`src/rtl/rs_ld_sd.sv`:
```
// rs_ld_sd: four-entry load/store reservation station with CDB snooping and age-ordered issue.
// Optional build macro RS_LDSD_INORDER_EN restricts issue to the oldest occupied entry.
module rs_ld_sd #(
    parameter logic [15:0] CDB_IDLE = 16'hFFFF
) (
    input  logic        clock,
    input  logic        reset,
    input  logic        dispatch_valid,
    output logic        dispatch_ready,
    input  logic [2:0]  dispatch_op,
    input  logic [2:0]  dispatch_reg_dest,
    input  logic [3:0]  dispatch_imediate,
    input  logic        dispatch_ry_valid,
    input  logic [15:0] dispatch_ry_data,
    input  logic [2:0]  dispatch_ry_tag,
    input  logic [15:0] cdb,
    output logic        operands_ready,
    output logic [15:0] RY_data,
    output logic [3:0]  imediate,
    output logic [2:0]  reg_dest,
    output logic [2:0]  ULA_op,
    output logic [1:0]  RS_position,
    output logic [2:0]  occupancy
);

    typedef enum logic [1:0] {
        ST_FREE   = 2'd0,
        ST_WAIT   = 2'd1,
        ST_READY  = 2'd2,
        ST_ISSUED = 2'd3
    } ent_state_t;

    localparam logic [2:0] OP_LD = 3'b010;
    localparam logic [2:0] OP_SD = 3'b011;

    ent_state_t  state_r   [4];
    logic [2:0]  op_r      [4];
    logic [2:0]  reg_r     [4];
    logic [3:0]  imm_r     [4];
    logic [15:0] ry_data_r [4];
    logic [2:0]  ry_tag_r  [4];
    logic [1:0]  age_r     [4];
    logic [2:0]  occupancy_r;
    logic        dispatch_ready_r;

    logic        operands_ready_r;
    logic [15:0] ry_out_r;
    logic [3:0]  imm_out_r;
    logic [2:0]  reg_out_r;
    logic [2:0]  op_out_r;
    logic [1:0]  pos_out_r;

    ent_state_t  st_n      [4];
    logic [15:0] data_n    [4];
    logic [1:0]  age_n     [4];
    logic [3:0]  alloc_s;

    logic        cdb_valid_s;
    logic [2:0]  cdb_tag_s;
    logic        accept_s;
    logic        bypass_s;
    logic        alloc_found_s;
    logic [1:0]  alloc_idx_s;
    logic        rel_s;
    logic [1:0]  rel_idx_s;
    logic [1:0]  rel_age_s;
    logic        sel_found_s;
    logic [1:0]  sel_idx_s;
    logic [1:0]  sel_age_s;
    logic [2:0]  occ_n_s;
    logic        any_free_n_s;
`ifdef RS_LDSD_INORDER_EN
    logic        old_found_s;
    logic [1:0]  old_idx_s;
    logic [1:0]  old_age_s;
`endif

    // CDB decode, allocation, release and dispatch acceptance
    always_comb begin
        cdb_valid_s   = (cdb != CDB_IDLE);
        cdb_tag_s     = {cdb[10], cdb[12:11]};
        alloc_found_s = 1'b0;
        alloc_idx_s   = 2'd0;
        for (int i = 3; i >= 0; i--) begin
            if (state_r[i] == ST_FREE) begin
                alloc_found_s = 1'b1;
                alloc_idx_s   = 2'(i);
            end else begin
            end
        end
        accept_s  = dispatch_valid & dispatch_ready_r & alloc_found_s &
                    ((dispatch_op == OP_LD) | (dispatch_op == OP_SD));
        bypass_s  = ~dispatch_ry_valid & cdb_valid_s & (dispatch_ry_tag == cdb_tag_s);
        rel_idx_s = cdb[12:11];
        rel_s     = cdb_valid_s & ~cdb[10] & (state_r[rel_idx_s] == ST_ISSUED);
        rel_age_s = age_r[rel_idx_s];
        for (int i = 0; i < 4; i++) begin
            alloc_s[i] = accept_s & (alloc_idx_s == 2'(i));
        end
    end

    // Issue selection; ages of occupied entries are unique, so no tie-break is needed
    always_comb begin
        sel_found_s = 1'b0;
        sel_idx_s   = 2'd0;
        sel_age_s   = 2'd0;
`ifdef RS_LDSD_INORDER_EN
        old_found_s = 1'b0;
        old_idx_s   = 2'd0;
        old_age_s   = 2'd0;
        for (int i = 0; i < 4; i++) begin
            if ((state_r[i] != ST_FREE) && (!old_found_s || (age_r[i] > old_age_s))) begin
                old_found_s = 1'b1;
                old_idx_s   = 2'(i);
                old_age_s   = age_r[i];
            end else begin
            end
        end
        sel_found_s = old_found_s & (state_r[old_idx_s] == ST_READY);
        sel_idx_s   = old_idx_s;
        sel_age_s   = old_age_s;
`else
        for (int i = 0; i < 4; i++) begin
            if ((state_r[i] == ST_READY) && (!sel_found_s || (age_r[i] > sel_age_s))) begin
                sel_found_s = 1'b1;
                sel_idx_s   = 2'(i);
                sel_age_s   = age_r[i];
            end else begin
            end
        end
`endif
    end

    // Per-entry next state, captured operand and composed age update
    always_comb begin
        occ_n_s      = 3'd0;
        any_free_n_s = 1'b0;
        for (int i = 0; i < 4; i++) begin
            st_n[i]   = state_r[i];
            data_n[i] = ry_data_r[i];
            age_n[i]  = age_r[i];
            case (state_r[i])
                ST_FREE: begin
                    if (alloc_s[i]) begin
                        st_n[i]   = (dispatch_ry_valid | bypass_s) ? ST_READY : ST_WAIT;
                        data_n[i] = dispatch_ry_valid ? dispatch_ry_data : {6'b0, cdb[9:0]};
                        age_n[i]  = 2'd0;
                    end else begin
                    end
                end
                ST_WAIT: begin
                    if (cdb_valid_s && (ry_tag_r[i] == cdb_tag_s)) begin
                        st_n[i]   = ST_READY;
                        data_n[i] = {6'b0, cdb[9:0]};
                    end else begin
                    end
                end
                ST_READY: begin
                    if (sel_found_s && (sel_idx_s == 2'(i))) begin
                        st_n[i] = ST_ISSUED;
                    end else begin
                    end
                end
                ST_ISSUED: begin
                    if (rel_s && (rel_idx_s == 2'(i))) begin
                        st_n[i] = ST_FREE;
                    end else begin
                    end
                end
                default: st_n[i] = ST_FREE;
            endcase
            if (state_r[i] != ST_FREE) begin
                if (rel_s && (rel_idx_s == 2'(i))) begin
                    age_n[i] = 2'd0;
                end else begin
                    age_n[i] = age_r[i] + {1'b0, accept_s}
                             - {1'b0, (rel_s && (age_r[i] > rel_age_s))};
                end
            end else begin
            end
            if (st_n[i] != ST_FREE) begin
                occ_n_s = occ_n_s + 3'd1;
            end else begin
                any_free_n_s = 1'b1;
            end
        end
    end

    // Entry storage plus registered occupancy / free-slot status
    always_ff @(posedge clock) begin
        if (reset) begin
            for (int i = 0; i < 4; i++) begin
                state_r[i]   <= ST_FREE;
                op_r[i]      <= 3'd0;
                reg_r[i]     <= 3'd0;
                imm_r[i]     <= 4'd0;
                ry_data_r[i] <= 16'd0;
                ry_tag_r[i]  <= 3'd0;
                age_r[i]     <= 2'd0;
            end
            occupancy_r      <= 3'd0;
            dispatch_ready_r <= 1'b1;
        end else begin
            for (int i = 0; i < 4; i++) begin
                state_r[i]   <= st_n[i];
                ry_data_r[i] <= data_n[i];
                age_r[i]     <= age_n[i];
                if (alloc_s[i]) begin
                    op_r[i]     <= dispatch_op;
                    reg_r[i]    <= dispatch_reg_dest;
                    imm_r[i]    <= dispatch_imediate;
                    ry_tag_r[i] <= dispatch_ry_tag;
                end
            end
            occupancy_r      <= occ_n_s;
            dispatch_ready_r <= any_free_n_s;
        end
    end

    // Issue output register: payload holds between issues, strobe is one cycle
    always_ff @(posedge clock) begin
        if (reset) begin
            operands_ready_r <= 1'b0;
            ry_out_r         <= 16'd0;
            imm_out_r        <= 4'd0;
            reg_out_r        <= 3'd0;
            op_out_r         <= 3'd0;
            pos_out_r        <= 2'd0;
        end else if (sel_found_s) begin
            operands_ready_r <= 1'b1;
            ry_out_r         <= ry_data_r[sel_idx_s];
            imm_out_r        <= imm_r[sel_idx_s];
            reg_out_r        <= reg_r[sel_idx_s];
            op_out_r         <= op_r[sel_idx_s];
            pos_out_r        <= sel_idx_s;
        end else begin
            operands_ready_r <= 1'b0;
        end
    end

    assign dispatch_ready = dispatch_ready_r;
    assign occupancy      = occupancy_r;
    assign operands_ready = operands_ready_r;
    assign RY_data        = ry_out_r;
    assign imediate       = imm_out_r;
    assign reg_dest       = reg_out_r;
    assign ULA_op         = op_out_r;
    assign RS_position    = pos_out_r;

endmodule
```
`config.mk`:
```
export PLATFORM = sky130hd
export DESIGN_NAME = rs_ld_sd
export DESIGN_NICKNAME = d
export VERILOG_FILES = /design/src/rtl/rs_ld_sd.sv
export SDC_FILE = /design/constraint.sdc
export NUM_CORES = 1
export LEC_CHECK = 0
export ABC_AREA = 1
export BUFFER_PORTS_ARGS = -buffer_cell sky130_fd_sc_hd__buf_4
export CAP_MARGIN = 20
export CORE_UTILIZATION = 54
export CTS_CLUSTER_DIAMETER = 50
export DETAILED_ROUTE_END_ITERATION = 10
export GPL_TIMING_DRIVEN = 0
export PLACE_DENSITY_LB_ADDON = 0.12
export SKIP_CTS_REPAIR_TIMING = 1
export SLEW_MARGIN = 10
export SYNTH_ARGS = -nofsm -noshare
export SYNTH_HDL_FRONTEND = slang
export SYNTH_SLANG_ARGS = --single-unit
```
`constraint.sdc`:
```
create_clock -name clock -period 4.1 [get_ports clock]
set_clock_uncertainty 0.2 [all_clocks]
set_input_delay 0 -clock clock [delete_from_list [all_inputs] [get_ports clock]]
set_output_delay 0 -clock clock [all_outputs]
set_load 0.01 [all_outputs]
```
# Word level (Yosys, flattened, before mapping)
# Memories as Yosys holds them, arrays and structs flattened. A register that Yosys moved wholly into a read port is not among the register bits.
# Index checks and enable logic that the tools add are counted.
dict set report word_totals {
  ff_bits 7
  ram_bits 132
  inputBits 49
  out_inout_bits 33
  mem_count 7
}
# memory depth word_bits rd rd_ports_with_merged_regs write_ports line
set memory_table {}
lappend memory_table {ry_data_r 4 16 1 1 4 40} ;# logic [15:0] ry_data_r [4];
lappend memory_table {imm_r 4 4 1 1 4 39} ;# logic [3:0] imm_r [4];
lappend memory_table {op_r 4 3 1 1 4 37} ;# logic [2:0] op_r [4];
lappend memory_table {reg_r 4 3 1 1 4 38} ;# logic [2:0] reg_r [4];
lappend memory_table {ry_tag_r 4 3 4 0 4 41} ;# logic [2:0] ry_tag_r [4];
lappend memory_table {age_r 4 2 5 0 4 42} ;# logic [1:0] age_r [4];
lappend memory_table {{+1 memories} - - - - - -}
dict set report op_classes {
  addsub 11
  order_cmp 7
  eq_ne 42
  mux 117
  bitwise 46
  reduce_logical 45
}
# cell n
set ops {}
lappend ops {{two-way mux 16 bit} 13}
lappend ops {{case mux 16 bit (2 select lines)} 4}
lappend ops {{two-way mux 2 bit} 50}
lappend ops {{two-way mux 3 bit} 15}
lappend ops {{case mux 2 bit (4 select lines)} 4}
lappend ops {{equality test 2 bit, second input constant} 15}
lappend ops {{bitwise OR 1 bit} 30}
lappend ops {{two-way mux 1 bit} 27}
lappend ops {{!= test 2 bit, second input constant} 12}
lappend ops {{logical AND 1 bit} 19}
lappend ops {{two-way mux 4 bit} 4}
lappend ops {{!= test 16 bit, second input constant} 1}
lappend ops {{AND reduction 4 bit} 4}
lappend ops {{nonzero test 2 bit} 8}
lappend ops {{equality test 3 bit} 5}
lappend ops {{equality test 2 x 1 -> 1 bit, second input constant} 7}
lappend ops {{greater-than comparator 2 bit} 7}
lappend ops {{zero test 2 bit} 7}
lappend ops {{bitwise AND 1 bit} 11}
lappend ops {{adder 3 x 1 -> 3 bit, second input constant} 3}
lappend ops {{adder 2 x 1 -> 2 bit} 4}
lappend ops {{subtractor 2 x 1 -> 2 bit} 4}
lappend ops {{equality test 3 x 2 -> 1 bit, second input constant} 2}
lappend ops {{inverter 1 bit} 5}
lappend ops {{3 further kinds} 7}

# Longest topological paths before layout
# An unclocked memory read counts as a cell.
dict set report depth {
  word_depth 27
  depth_mapped 43
}

# Least setup slack after synthesis
# OpenSTA, ideal clock, no wires.
dict set report synth_timing {
  kind {reg-to-reg}
  start {memory state_r[0][1] in the netlist's numbering}
  end {register occupancy_r[2] (netlist: occupancy[2])}
  setup_ns 0.113
  arrival_time_ns 4.129
  required_time_ns 3.787
  setup_slack_ns -0.341
  path_stages_with_launch 40
  path_buffers 2
  period_less_slack_ns 4.441
  path_cell_list {dfxtp_1 > buf_4 > nand2_4 > inv_2 > nand2_1 > ha_1 > nand2_1 > nand2_1 > nand2_1 > nand2_1 > nand2_1 > o21ai_0 > ha_1 > nand2_1 > nand2_1 > nand2_1 > nand2_1 > nand2_2 > (+4 left out) > nand2_1 > nand2_1 > nand2_1 > nand2_1 > buf_4 > nand3_1 > nand4_1 > nor2_1 > inv_1 > ha_1 > nand3b_1 > nand2_1 > inv_1 > ha_1 > nand2_1 > nand2_1 > nand2_1 > nor2_1}
}
# item line
set synth_rtl {}
lappend synth_rtl {{from (decl)} 36} ;# ent_state_t state_r [4];
lappend synth_rtl {{to (signal assigned)} 215} ;# occupancy_r <= occ_n_s;
lappend synth_rtl {{to (decl)} 43} ;# logic [2:0] occupancy_r;

==> results by group <==
Place
  • Area of placed instances: 9637 um2
  • IO buf count: 79
  • Dpl hpwl: 16940 um
  • Dpl ws: -0.7718 ns
  • Inst Count DP: 1347
  • Gpl congestion: 0.9222

Logic synthesis
  • Avg Cell Area, Syn: 8.296 um2
  • Unique masters post-synth: 44
  • Compound-cell area share of the yosys netlist: 0.1134
  • Register bit total from synthesis: 165
  • Async S/R FF share, synth: 0
  • Adder-Cell Fraction of Synth Area: 0.03451
  • Number of synthesized flops with an enable pin: 116
  • Sequential area share after synthesis: 0.5130
  • Synthesized cell area: 8702 um2
  • Yosys Warn Count: 0
  • Synth Area in Simple Gates: 0.2509
  • Fraction of synthesized area in multiplexers: 0
  • Top FF cell, synth: edfxtp_1
  • XOR/XNOR Fraction of Synth Area: 0.01610
  • Mapped Cells: 1049
  • Combinational family with the most area after synthesis: simple AND/OR/NAND/NOR gates

Floorplanning
  • Die span in x: 128.9 um
  • CORE AREA: 15830 um2
  • Initial Util: 0.5498
  • Die footprint: 16630 um2
  • Chip height: 128.9 um
  • I/O pin cnt: 82
  • Core Rows: 46

Critical path
  • CP max-delay cell: dfxtp_2
  • Most frequent CP cell: nand2_2
  • CP arrival: 4.70 ns
  • CP Capture Type: flip-flop
  • Slowest stage delay, CP: 0.33 ns
  • WS Path Type: reg2reg
  • CP Launch Point: state_r[0][1]
  • Reg2Reg Launch Point: state_r[0][1]
  • CP Launch Type: flip-flop
  • Crit path required time: 4.23 ns
  • Worst-path fanout max: 6

Clock network
  • Total clock buffers created by CTS: 17
  • Clk_lat worst skew: 0.43 ns
  • CTS tree: yes
  • Maximum clock insertion buffer count: 2
  • H-tree levels: 4
  • Clk slew on worst S/H paths: 0.06 ns
  • Root Buffer: clkbuf_16
  • CTS sink cnt: 165

Finish
  • Nets@finish: 1286
  • Final cell count without fillers: 1442
  • Layout cells sized above 1: 0.2365
  • ANT cells: 0
  • Layout fillers: 1218
  • Final Core Density: 0.7175
  • Area grow syn2layout: 30.51%
  • Design area: 11360 um2

Outcome
  • Outcome: finished, violations left
  • Failing checks: negative hold slack, negative setup slack

STA
  • RSZ-0062 raised after global routing: yes
  • Slew Viols, Final: 0
  • Worst slew pin tran: 0.9094 ns
  • Final min period: 4.572 ns
  • Max Fclk: 0.2187 GHz
  • TNS Setup: -1.723 ns
  • Period utilization: 1.115
  • WHS: -0.03775 ns
  • Final Hold Vio Count: 17
  • Setup ws final: -0.4723 ns
  • Slew headroom: 0.3938
  • Final Setup Violations: 15

Power
  • Max IR drop VDD: 0.0003795 V
  • Pwr dens: 351.5 nW/um2
  • Leakage: 4.957 nW

Global route
  • Initial antenna violation count: 0
  • Gr ovfl total: 0
  • Met2 GRT Util: 0.4884
  • Largest net degree at the start of global routing: 17
  • Global Route met3 Usage: 0.05572
  • Most crowded layer after global routing: met2
  • GRT Util Overall: 0.3090
  • Grt met1 use: 0.4335
  • Vias in the first global route: 6957
  • First-pass GRT wire length: 37570 um

Hold path
  • Hold path start: dispatch_ry_data[1]
  • Worst min-delay path class: in2reg

Route
  • DR iter-0 viols: 900
  • Vias/cell: 5.578
  • Final ANT Viol Nets: 0
  • DRC Markers: 0
  • Avg WL per Cell: 18.22 um
  • 1st-pass router iterations: 5
  • Final wirelength: 26270 um
  • Vias: 8044

Job
  • MaxCap Viol Count: 0
synthesized netlist by cell type, types with 7 or more instances:
cell,number,area share
ha_1,24,0.035
inv_2,9,0.0039
nand2_2,9,0.0065
nand2_1,185,0.080
buf_2,12,0.0069
xnor2_1,7,0.0070
o221ai_1,12,0.012
o21ai_0,74,0.043
edfxtp_1,116,0.40
dfxtp_1,49,0.11
nor2_1,250,0.11
nor2_2,19,0.014
nand3_1,20,0.012
o22ai_1,13,0.0093
xor2_1,9,0.0091
inv_1,89,0.038
nand4_1,13,0.0093
o21ai_1,9,0.0052
a21oi_1,53,0.030
clkbuf_1,27,0.012
state kept, by name, summed over array words and instances, names as in the netlist, 4 cells and up:
register   flops
RY_data       16
imm_r         16
age_r          8
state_r        8
ry_data_r     64
reg_r         12
imediate       4
ry_tag_r      12
op_r          12
routing by layer:
metal,share of wire,vias to the layer above
li1,-,3787
met1,0.42,3757
met2,0.46,436
met3,0.094,64
met4,0.029,0
met5,0,-
worst max-delay path: cells and delay by family (launching register included):
family	cells	cell delay, ns
fa+ha+maj	5	1.26
flops	1	0.33
buf+inv	5	0.47
compound gates	2	0.11
simple gates	28	2.07
final cells by class:
cell class	count	area, um2	share of cell area
Buffer	49	355.3	0.03129
Clock buffer	20	456.7	0.04021
Clock inverter	12	115.1	0.01014
Inverter	100	396.6	0.03492
Multi-Input combinational cell	738	4023	0.3542
Sequential cell	165	4469	0.3935
Tap cell	216	270.3	0.02380
Timing Repair Buffer	142	1271	0.1119
final timing paths:
| path | slack (ns) | cells past startpoint | to |
|---|---|---|---|
| worst min register to register | 0.26 | 2 | age_r[3][0] |
| worst max register to register | -0.47 | 40 | occupancy[2] |
| worst min-delay path | -0.04 | 5 | ry_data_r[0][1] |
| worst max-delay path | -0.47 | 40 | occupancy[2] |
where the power goes:
part           switching (mW)  internal, mW
logic                   0.303         0.199
clock network           0.702         0.879
registers              0.0397          1.87
per-stage QoR:
step	total power, mW	hold slack, ns
global route	4.091	0.01356
detailed placement	2.338	0.1516
CTS	3.874	-0.2956
finish	3.991	-0.03775
floorplan	2.172	0.006639
global placement	2.329	0.1512
placed cells by master, fill, tap and decap left out, types with 5 or more instances in the layout:
master,synthesis,layout
nor2_1,250,228
nand2_1,185,169
edfxtp_1,116,116
buf_4,5,100
inv_1,89,84
o21ai_0,74,55
a21oi_1,53,53
dfxtp_1,49,47
dlygate4sd3_1,0,33
nor2_2,19,27
clkbuf_1,27,26
clkbuf_16,0,22
ha_1,24,21
nand2_2,9,19
nand3_1,20,18
o21ai_1,9,16
nor2_4,1,15
buf_6,4,13
nand4_1,13,13
o21ai_2,1,13
inv_2,9,10
o22ai_1,13,10
xor2_1,9,9
nand2_4,4,8
xnor2_1,7,7
o221ai_2,0,7
nor3_1,6,5
buf_2,12,5
buf_12,0,5
inv_6,0,5
kinds of logic after synthesis:
family / Yosys count
adders and majority gates: 24
buffers and inverters: 149
and+or+nand+nor: 519
AOI/OAI and AO/OA: 175
DFF: 165
other: 1
xor gates and xnor gates: 16
No activity file was read; power rests on OpenSTA's default activity.
